## src/rtl/serial_rx.sv

```systemverilog
// serial_rx
// Receives frames from an idle-level/active-pulse serial clock. sck and sdi are
// brought into the clk domain through matching two-flop synchronisers. A bit is
// sampled on each leading (idle -> active) sck edge, and bits are assembled
// MSB-first. After ncyc bits the word is presented with a one-cycle dv strobe.
// If a frame stalls for longer than the timeout, it is abandoned with an err
// strobe.
//
// Ports:
//   clk       system clock
//   rst_n     asynchronous active-low reset
//   sck       serial clock (asynchronous)
//   sdi       serial data (asynchronous, MSB first)
//   y0        idle level of sck
//   ncyc      bits per frame (0 -> 1, above P_W -> P_W)
//   timeout   max clk cycles without an edge mid-frame (0 = disabled)
//   dout      last good word, right-justified
//   dv        one-cycle strobe when dout updates
//   busy      frame in progress
//   err       one-cycle strobe on timeout abort
//   err_bits  bits received before the last abort
module serial_rx #(
  parameter int   P_W      = 32,
  parameter logic P_Y_INIT = 1'b0
) (
  input  logic           clk,
  input  logic           rst_n,
  input  logic           sck,
  input  logic           sdi,
  input  logic           y0,
  input  logic [7:0]     ncyc,
  input  logic [31:0]    timeout,
  output logic [P_W-1:0] dout,
  output logic           dv,
  output logic           busy,
  output logic           err,
  output logic [7:0]     err_bits
);

  typedef enum logic [1:0] {
    S_IDLE = 2'b00,
    S_ACT  = 2'b01,
    S_GAP  = 2'b10
  } state_t;

  logic           sck_meta_r, sck_sync_r, sck_d_r;
  logic           sdi_meta_r, sdi_sync_r;
  state_t         state_r, state_nxt;
  logic           y0_frz_r, y0_frz_nxt;
  logic [7:0]     ncyc_eff_r, ncyc_eff_nxt;
  logic [7:0]     bit_cnt_r, bit_cnt_nxt;
  logic [P_W-1:0] shreg_r, shreg_nxt;
  logic [31:0]    tmr_r, tmr_nxt;
  logic [P_W-1:0] dout_r, dout_nxt;
  logic           dv_r, dv_nxt;
  logic           err_r, err_nxt;
  logic [7:0]     err_bits_r, err_bits_nxt;
  logic           busy_r, busy_nxt;

  logic           y0_l_s, lead_s, trail_s, tmo_s;
  logic [7:0]     ncyc_lim_s;
  logic [P_W-1:0] shift_s, first_s;

  // Synchronisers. sdi uses the same depth as sck so data stays aligned with its clock edge.
  always_ff @(posedge clk or negedge rst_n) begin
    if (!rst_n) begin
      sck_meta_r <= P_Y_INIT;
      sck_sync_r <= P_Y_INIT;
      sck_d_r    <= P_Y_INIT;
      sdi_meta_r <= 1'b0;
      sdi_sync_r <= 1'b0;
    end else begin
      sck_meta_r <= sck;
      sck_sync_r <= sck_meta_r;
      sck_d_r    <= sck_sync_r;
      sdi_meta_r <= sdi;
      sdi_sync_r <= sdi_meta_r;
    end
  end

  // Edge detection, ncyc clamping, shift-register candidates and timeout compare.
  always_comb begin
    // The idle level tracks y0 only between frames; mid-frame it is frozen.
    y0_l_s  = (state_r == S_IDLE) ? y0 : y0_frz_r;
    lead_s  = (sck_d_r == y0_l_s)  && (sck_sync_r == !y0_l_s);
    trail_s = (sck_d_r == !y0_l_s) && (sck_sync_r == y0_l_s);
    tmo_s   = (timeout != 32'd0) && (tmr_r == (timeout - 32'd1));
    if (ncyc == 8'd0) begin
      ncyc_lim_s = 8'd1;
    end else if (ncyc > 8'(P_W)) begin
      ncyc_lim_s = 8'(P_W);
    end else begin
      ncyc_lim_s = ncyc;
    end
    // Written as a shift plus a bit-0 overwrite so that P_W == 1 needs no special slice.
    shift_s    = shreg_r << 1;
    shift_s[0] = sdi_sync_r;
    first_s    = {P_W{1'b0}};
    first_s[0] = sdi_sync_r;
  end

  // Next-state and output logic of the frame FSM.
  always_comb begin
    state_nxt    = state_r;
    y0_frz_nxt   = y0_frz_r;
    ncyc_eff_nxt = ncyc_eff_r;
    bit_cnt_nxt  = bit_cnt_r;
    shreg_nxt    = shreg_r;
    tmr_nxt      = tmr_r;
    dout_nxt     = dout_r;
    dv_nxt       = 1'b0;
    err_nxt      = 1'b0;
    err_bits_nxt = err_bits_r;
    case (state_r)
      S_IDLE: begin
        if (lead_s) begin
          shreg_nxt    = first_s;
          bit_cnt_nxt  = 8'd1;
          tmr_nxt      = 32'd0;
          ncyc_eff_nxt = ncyc_lim_s;
          y0_frz_nxt   = y0;
          state_nxt    = S_ACT;
        end else begin
          state_nxt = S_IDLE;
        end
      end
      S_ACT: begin
        if (trail_s) begin
          if (bit_cnt_r == ncyc_eff_r) begin
            dout_nxt  = shreg_r;
            dv_nxt    = 1'b1;
            state_nxt = S_IDLE;
          end else begin
            tmr_nxt   = 32'd0;
            state_nxt = S_GAP;
          end
        end else if (tmo_s) begin
          err_nxt      = 1'b1;
          err_bits_nxt = bit_cnt_r;
          state_nxt    = S_IDLE;
        end else begin
          tmr_nxt = tmr_r + 32'd1;
        end
      end
      S_GAP: begin
        if (lead_s) begin
          shreg_nxt   = shift_s;
          bit_cnt_nxt = bit_cnt_r + 8'd1;
          tmr_nxt     = 32'd0;
          state_nxt   = S_ACT;
        end else if (tmo_s) begin
          err_nxt      = 1'b1;
          err_bits_nxt = bit_cnt_r;
          state_nxt    = S_IDLE;
        end else begin
          tmr_nxt = tmr_r + 32'd1;
        end
      end
      default: begin
        state_nxt = S_IDLE;
      end
    endcase
    busy_nxt = (state_nxt != S_IDLE);
  end

  // State and registered outputs.
  always_ff @(posedge clk or negedge rst_n) begin
    if (!rst_n) begin
      state_r    <= S_IDLE;
      y0_frz_r   <= 1'b0;
      ncyc_eff_r <= 8'd1;
      bit_cnt_r  <= 8'd0;
      shreg_r    <= {P_W{1'b0}};
      tmr_r      <= 32'd0;
      dout_r     <= {P_W{1'b0}};
      dv_r       <= 1'b0;
      err_r      <= 1'b0;
      err_bits_r <= 8'd0;
      busy_r     <= 1'b0;
    end else begin
      state_r    <= state_nxt;
      y0_frz_r   <= y0_frz_nxt;
      ncyc_eff_r <= ncyc_eff_nxt;
      bit_cnt_r  <= bit_cnt_nxt;
      shreg_r    <= shreg_nxt;
      tmr_r      <= tmr_nxt;
      dout_r     <= dout_nxt;
      dv_r       <= dv_nxt;
      err_r      <= err_nxt;
      err_bits_r <= err_bits_nxt;
      busy_r     <= busy_nxt;
    end
  end

  assign dout     = dout_r;
  assign dv       = dv_r;
  assign err      = err_r;
  assign err_bits = err_bits_r;
  assign busy     = busy_r;

endmodule

```

## config.mk

```make
export PLATFORM = sky130hd
export DESIGN_NAME = serial_rx
export DESIGN_NICKNAME = d
export VERILOG_FILES = /design/src/rtl/serial_rx.sv
export SDC_FILE = /design/constraint.sdc
export NUM_CORES = 1
export LEC_CHECK = 0
export ABC_AREA = 1
export CAP_MARGIN = 40
export CORE_MARGIN = 1
export CORE_UTILIZATION = 54
export CTS_BUF_LIST = sky130_fd_sc_hd__clkbuf_4 sky130_fd_sc_hd__clkbuf_8 sky130_fd_sc_hd__clkbuf_16
export DETAILED_ROUTE_END_ITERATION = 12
export GPL_TIMING_DRIVEN = 0
export MAX_ROUTING_LAYER = met4
export PLACE_DENSITY_LB_ADDON = 0.1
export SLEW_MARGIN = 20
export SYNTH_ARGS = -nofsm -noshare
export SYNTH_HDL_FRONTEND = slang
export SYNTH_SLANG_ARGS = --single-unit
```

## constraint.sdc

```tcl
create_clock -name clk -period 4.5 [get_ports clk]
set_clock_uncertainty 0.05 [all_clocks]
set_input_delay 0.675 -clock clk [delete_from_list [all_inputs] [get_ports clk]]
set_output_delay 0.675 -clock clk [all_outputs]
set_load 0.01 [all_outputs]
```

; ---- After elaboration in Yosys (flattened, before gate mapping)
; Cells that the tools add are included.
[classes]
n_addsub = 3
n_reduce_logical = 16
n_eq_ne = 13
n_lt_le_gt_ge = 1
n_mux = 32
[ops]
columns = op, count
row1 = 32-bit two-way mux, 7
row2 = 32-bit one-hot mux with 3 select lines, 1
row3 = 32-bit one-hot mux with 2 select lines, 1
row4 = 8-bit two-way mux, 7
row5 = "32-bit by 1-bit adder with 32-bit output, second input constant", 1
row6 = 32-bit == test, 1
row7 = 8-bit one-hot mux with 2 select lines, 2
row8 = 32-bit nonzero test, 1
row9 = "32-bit by 1-bit subtractor with 32-bit output, second input constant", 1
row10 = 3-bit AND reduction, 4
row11 = "8-bit by 1-bit adder with 8-bit output, second input constant", 1
row12 = 8-bit == test, 1
row13 = "8-bit by 6-bit greater-than comparator with 1-bit output, second input constant", 1
row14 = 8-bit logical NOT, 1
row15 = 1-bit two-way mux, 8
row16 = 2-bit two-way mux, 4
row17 = "2-bit inequality test, second input constant", 4
row18 = 2-bit one-hot mux with 3 select lines, 1
row19 = 2-bit nonzero test, 3
row20 = 1-bit == test, 4
row21 = 1-bit logical AND, 3
row22 = "3-bit inequality test, second input constant", 1
row23 = 3-bit nonzero test, 1
row24 = "2-bit by 1-bit == test with 1-bit output, second input constant", 1
row25 = 5 further kinds, 5
[word_totals]
input_bits = 45
word_cells = 81
out_inout_bits = 43
ff_bits = 131

; ---- Depth between registers and ports, before layout
[depth]
depth_word = 8
ltp_mapped = 21
depth_no_buf = 21

; ---- Worst setup path after synthesis
; No wires, ideal clock.
[synth_timing]
path_type = in2reg
start = in timeout[0]
end = reg tmr_r[7]
n_path_buf = 2
arrival_time_ns = 2.457
stages = 19
setup_slack_ns = 1.870
setup_time_ns = 0.123
t_required_ns = 4.327
path_cell_list = inv_1 > ha_1 > nand2_2 > nor2_4 > buf_6 > nand3_1 > nand2_1 > nand2_1 > nand2_1 > nand2_1 > nor2_1 > nand3_1 > nor2_4 > nand2_4 > buf_6 > nand3_1 > nand2_1 > nand3_1 > o21ai_1
[synth_via]
elab_chain_cells = 6
elab_cells_between_ends = 8
classes_between = add/sub: 1 / eq/ne: 1 / mux: 4 / reduce/logical: 2
[synth_lines]
columns = element, line_no
row1 = "start, declared", 32  ; input logic [31:0] timeout,
row2 = 32-bit by 1-bit subtractor with 32-bit output, 87  ; tmo_s = (timeout != 32'd0) && (tmr_r == (timeout - 32'd1));
row3 = 32-bit == test, 87
row4 = 1-bit logical AND *, 87
row5 = 32-bit two-way mux *, -
row6 = 32-bit two-way mux (on tied branches), -
row7 = 32-bit one-hot mux with 3 select lines *, -
row8 = "end signal, assigned", 186  ; tmr_r <= tmr_nxt;
row9 = "end, declared", 53  ; logic [31:0] tmr_r, tmr_nxt;
; Every way passes the cells marked *; elsewhere a longest branch is shown, timed or not.
; A chain may end at the register's enable or synchronous reset.

; ---- Final worst setup path
[layout_timing]
start = in timeout[3]
end = reg err_bits_r[6], in the netlist err_bits[6]
[layout_via]
elab_chain_cells = 6
elab_cells_between_ends = 8
classes_between = add/sub: 1 / eq/ne: 1 / mux: 4 / reduce/logical: 2
[layout_lines]
columns = element, line_no
row1 = 32-bit by 1-bit subtractor with 32-bit output, 87
row2 = 32-bit == test, 87
row3 = 1-bit logical AND *, 87
row4 = 8-bit two-way mux *, -
row5 = 8-bit two-way mux (on tied branches), -
row6 = 8-bit one-hot mux with 2 select lines *, -
row7 = "end signal, assigned", 190  ; err_bits_r <= err_bits_nxt;
row8 = "end, declared", 57  ; logic [7:0] err_bits_r, err_bits_nxt;
; Every way passes the cells marked *; elsewhere a longest branch is shown, timed or not. The select of a mux whose other input is x is not followed.

==> key figures <==
Floorplan
  • Row Count: 43
  • Die width: approximately 120 um
  • Die Y-Extent: 122.8 um
  • Ports: 88
  • Die Area: approximately 15,000 um^2
  • Core area: between 10,000 and 15,000 um^2
  • Starting Density: ~56%

GRT
  • Largest net degree at the start of global routing: 98
  • Gr usage total: a little under a third
  • Vias in the first global route: about 7,100
  • First-pass GRT wire length: ~34,000 um
  • Initial antenna violation count: 0
  • Total grt overflow: 0

Logic synthesis
  • Ys flop type: dfrtp_1
  • Mapped Area: about 8000 um^2
  • Sequential-to-total area share from yosys stat: between 40% and 50%
  • #FFs+latches synth: about 130
  • Library cells used by synthesis: between 40 and 50
  • EDFF count, synth: 0
  • Synthesized area per cell: roughly 7.2 um^2
  • Warnings, synthesis: 0
  • Post-synth net total: approximately 1,100
  • Post-synth ARST share: between 90% and 100%
  • Cells after Synth: 1,089

Clock tree
  • Clock Pin Slew Worst Setup and Hold Paths: 0.06 ns
  • CTS Root Cell: clkbuf_16
  • Worst-skew pair later-pin latency: approximately 0.41 ns
  • Resized cells post-CTS: 0
  • CTS tree: yes
  • Setup bufs post-CTS: 0
  • Total clock buffers created by CTS: 17
  • Clock Sinks: approximately 130
  • Cts hold-fix bufs: 0
  • H-tree Lvls: 4
  • Longest Clk Path Bufs: 2

Placement
  • Place WS: a little over 0.7 ns
  • Port buffer count: 87
  • Post-DP HPWL: about 15,000 um
  • Routability cong.: ~0.99

Critical path
  • Crit-path max FO: 10
  • Crit path arrival time: about 3.6 ns
  • CP startpoint kind: primary input
  • Kind of critical path: in2reg
  • Setup crit end kind: flop
  • Required time of the critical path: between 4 and 5 ns

Pwr
  • Psw: 1210 uW
  • Comb pwr share: about a quarter
  • Lkg Pwr: 0.004399 uW
  • Clock share of power: 39.0%
  • Maximum vdd drop: around 0.46 mV
  • Sequential Power Share: 36.2%
  • Pint: ~2400 uW
  • Sw frac: between 30% and 40%
  • Pwr dens: ~370 nW/um^2
  • Overall power: between 3000 and 4000 uW

STA
  • Min setup slack post-route: about 1.2 ns
  • Final hold violations: 0
  • Max Slew Vio Count: 0
  • Fmax: around 300 MHz
  • Final min period: between 3 and 4 ns
  • Worst-Margin Slew: approximately 0.82 ns
  • Relative max-transition margin: a little under half
  • Fin crit share: between 70% and 80%
  • RSZ-0062 raised after global routing: no
  • Endpoints failing setup: 0

Layout
  • Footprint of the multi-input gates: ~3900 um^2
  • Nets@finish: about 1,200
  • Number of fill cells: 1,208
  • Antenna cells: 0
  • Layout area overhead: 21.98%
  • Seq. cell area: between 3000 and 4000 um^2
  • Share of post-route cells with drive strength above 1: about 6.7%

Flow run
  • Max-cap viol count: 0

Detailed routing
  • Via count: about 7,500
  • Final wirelength: 20,580 um
  • Routed Antenna Nets: 0
  • WL/cell: roughly 15 um
  • Post-DR vias/cell: approximately 5.4
  • Drt first pass iters: 5
  • Iteration-0 DRC Markers: ~530
  • DRC viols: 0

Min path
  • Hold Path Class: in2async

Outcome
  • Run status: finished, final reports clean
cell type report:
type	instances	area share, %
Buffer	29	1.496
Clock buffer	18	4.567
Clock inverter	14	1.718
Inverter	161	6.285
Multi-Input combinational cell	768	40.09
Sequential cell	131	34.11
Tap cell	180	2.342
Timing Repair Buffer	88	9.395
power by group through the flow:
stage	clock [uW]	sequential [uW]	combinational (uW)
floorplan	0	1320	572
global placement	0	1320	860
detailed placement	0	1320	873
CTS	1410	1300	889
global route	1480	1310	989
finish	1400	1300	891
placed cells by master (no fill, tap or decap), drive strengths merged, types with 28 or more instances in the layout:
cell type / synthesis / final
nand3: 83 / 83
o22ai: 39 / 39
dfrtp: 130 / 130
inv: 159 / 167
clkdlybuf4s50: 0 / 86
nor2: 137 / 137
nand4: 42 / 42
clkbuf: 19 / 37
o21ai: 71 / 71
xor2: 28 / 28
nand2: 284 / 284
path summary, 6_finish.rpt:
path	start	depth (start not counted)	to	slack, ns
worst min-delay path	rst_n	1	ncyc_eff_r[1]	0.06
min in group clk	sdi_meta_r	0	sdi_sync_r	0.30
worst max register to register	state_r[0]	16	tmr_r[6]	1.33
worst max-delay path	timeout[3]	15	err_bits[6]	1.16
max in group asynchronous	rst_n	2	tmr_r[7]	3.59
worst min register to register	sdi_meta_r	0	sdi_sync_r	0.30
layer usage:
metal  part of all wire [%]  up-vias  global-route usage (%)
li1                       -     3722                       -
met4                    3.7        0                   14.33
met1                     43     3465                   36.82
met5                      0        -                       -
met3                    5.0       49                   4.414
met2                     48      247                   48.70
flip-flops by register name, summed over array words and instances, names as in the netlist:
signal,count
dout,32
tmr_r,32
sck_meta_r,1
dv,1
bit_cnt_r,8
shreg_r,32
sdi_sync_r,1
ncyc_eff_r,8
err_bits,8
busy,1
y0_frz_r,1
sdi_meta_r,1
state_r,2
sck_sync_r,1
sck_d_r,1
err,1
logic make-up after synthesis:
group	share of synthesized area (%)
xor gates and xnor gates	5.159
AOI/OAI and AO/OA	9.603
buffers and inverters	9.492
and+or+nand+nor	33.03
adders and majority gates	1.111
DFF	41.60
metrics by stage:
stage                     TNS [ns]  utilization [%]  hold slack, ns  cell area [um^2]  instances
final                            0            68.48         0.06396              9615       1389
after global placement     -308.03            63.94          0.2823              8979       1356
after floorplan                  0                -          0.2812              7883       1089
after global routing             0            68.48         0.07350              9615       1389
after CTS                        0            68.48         0.06754              9615       1389
after detailed placement         0            64.17          0.2847              9011       1357
cells in the mapped netlist, types with 2 or more instances:
master	number	area share, %
a21oi_1	10	0.63
a21oi_2	2	0.22
and2_1	4	0.32
and3_1	2	0.16
buf_2	4	0.25
buf_4	2	0.19
buf_6	3	0.43
clkbuf_1	19	0.90
clkinv_1	2	0.095
dfrtp_1	130	41
ha_1	7	1.1
inv_1	155	7.4
inv_2	4	0.19
nand2_1	278	13
nand2_2	3	0.24
nand2_4	3	0.43
nand3_1	81	5.1
nand3_2	2	0.25
nand3b_1	4	0.38
nand4_1	41	3.3
nor2_1	123	5.9
nor2_2	7	0.56
nor2_4	7	1.0
nor3_1	19	1.2
nor4_1	3	0.24
o21ai_0	52	3.3
o21ai_1	18	1.1
o21bai_1	5	0.48
o22ai_1	39	3.1
or2_2	3	0.24
xnor2_1	15	1.7
xor2_1	27	3.0
worst max-delay path: stages:
cell	delay [ns]
clkdlybuf4s50_1	0.47
nor2_1	0.20
nand2_1	0.07
nor2_1	0.24
nand2_1	0.23
nor2_1	0.17
xnor2_1	0.26
nand2_1	0.10
nor2_1	0.10
nand4_1	0.08
nor2_1	0.28
nand4_2	0.28
buf_2	0.28
nand2_1	0.07
o21ai_1	0.06
Power figures use the tool's default switching activity.
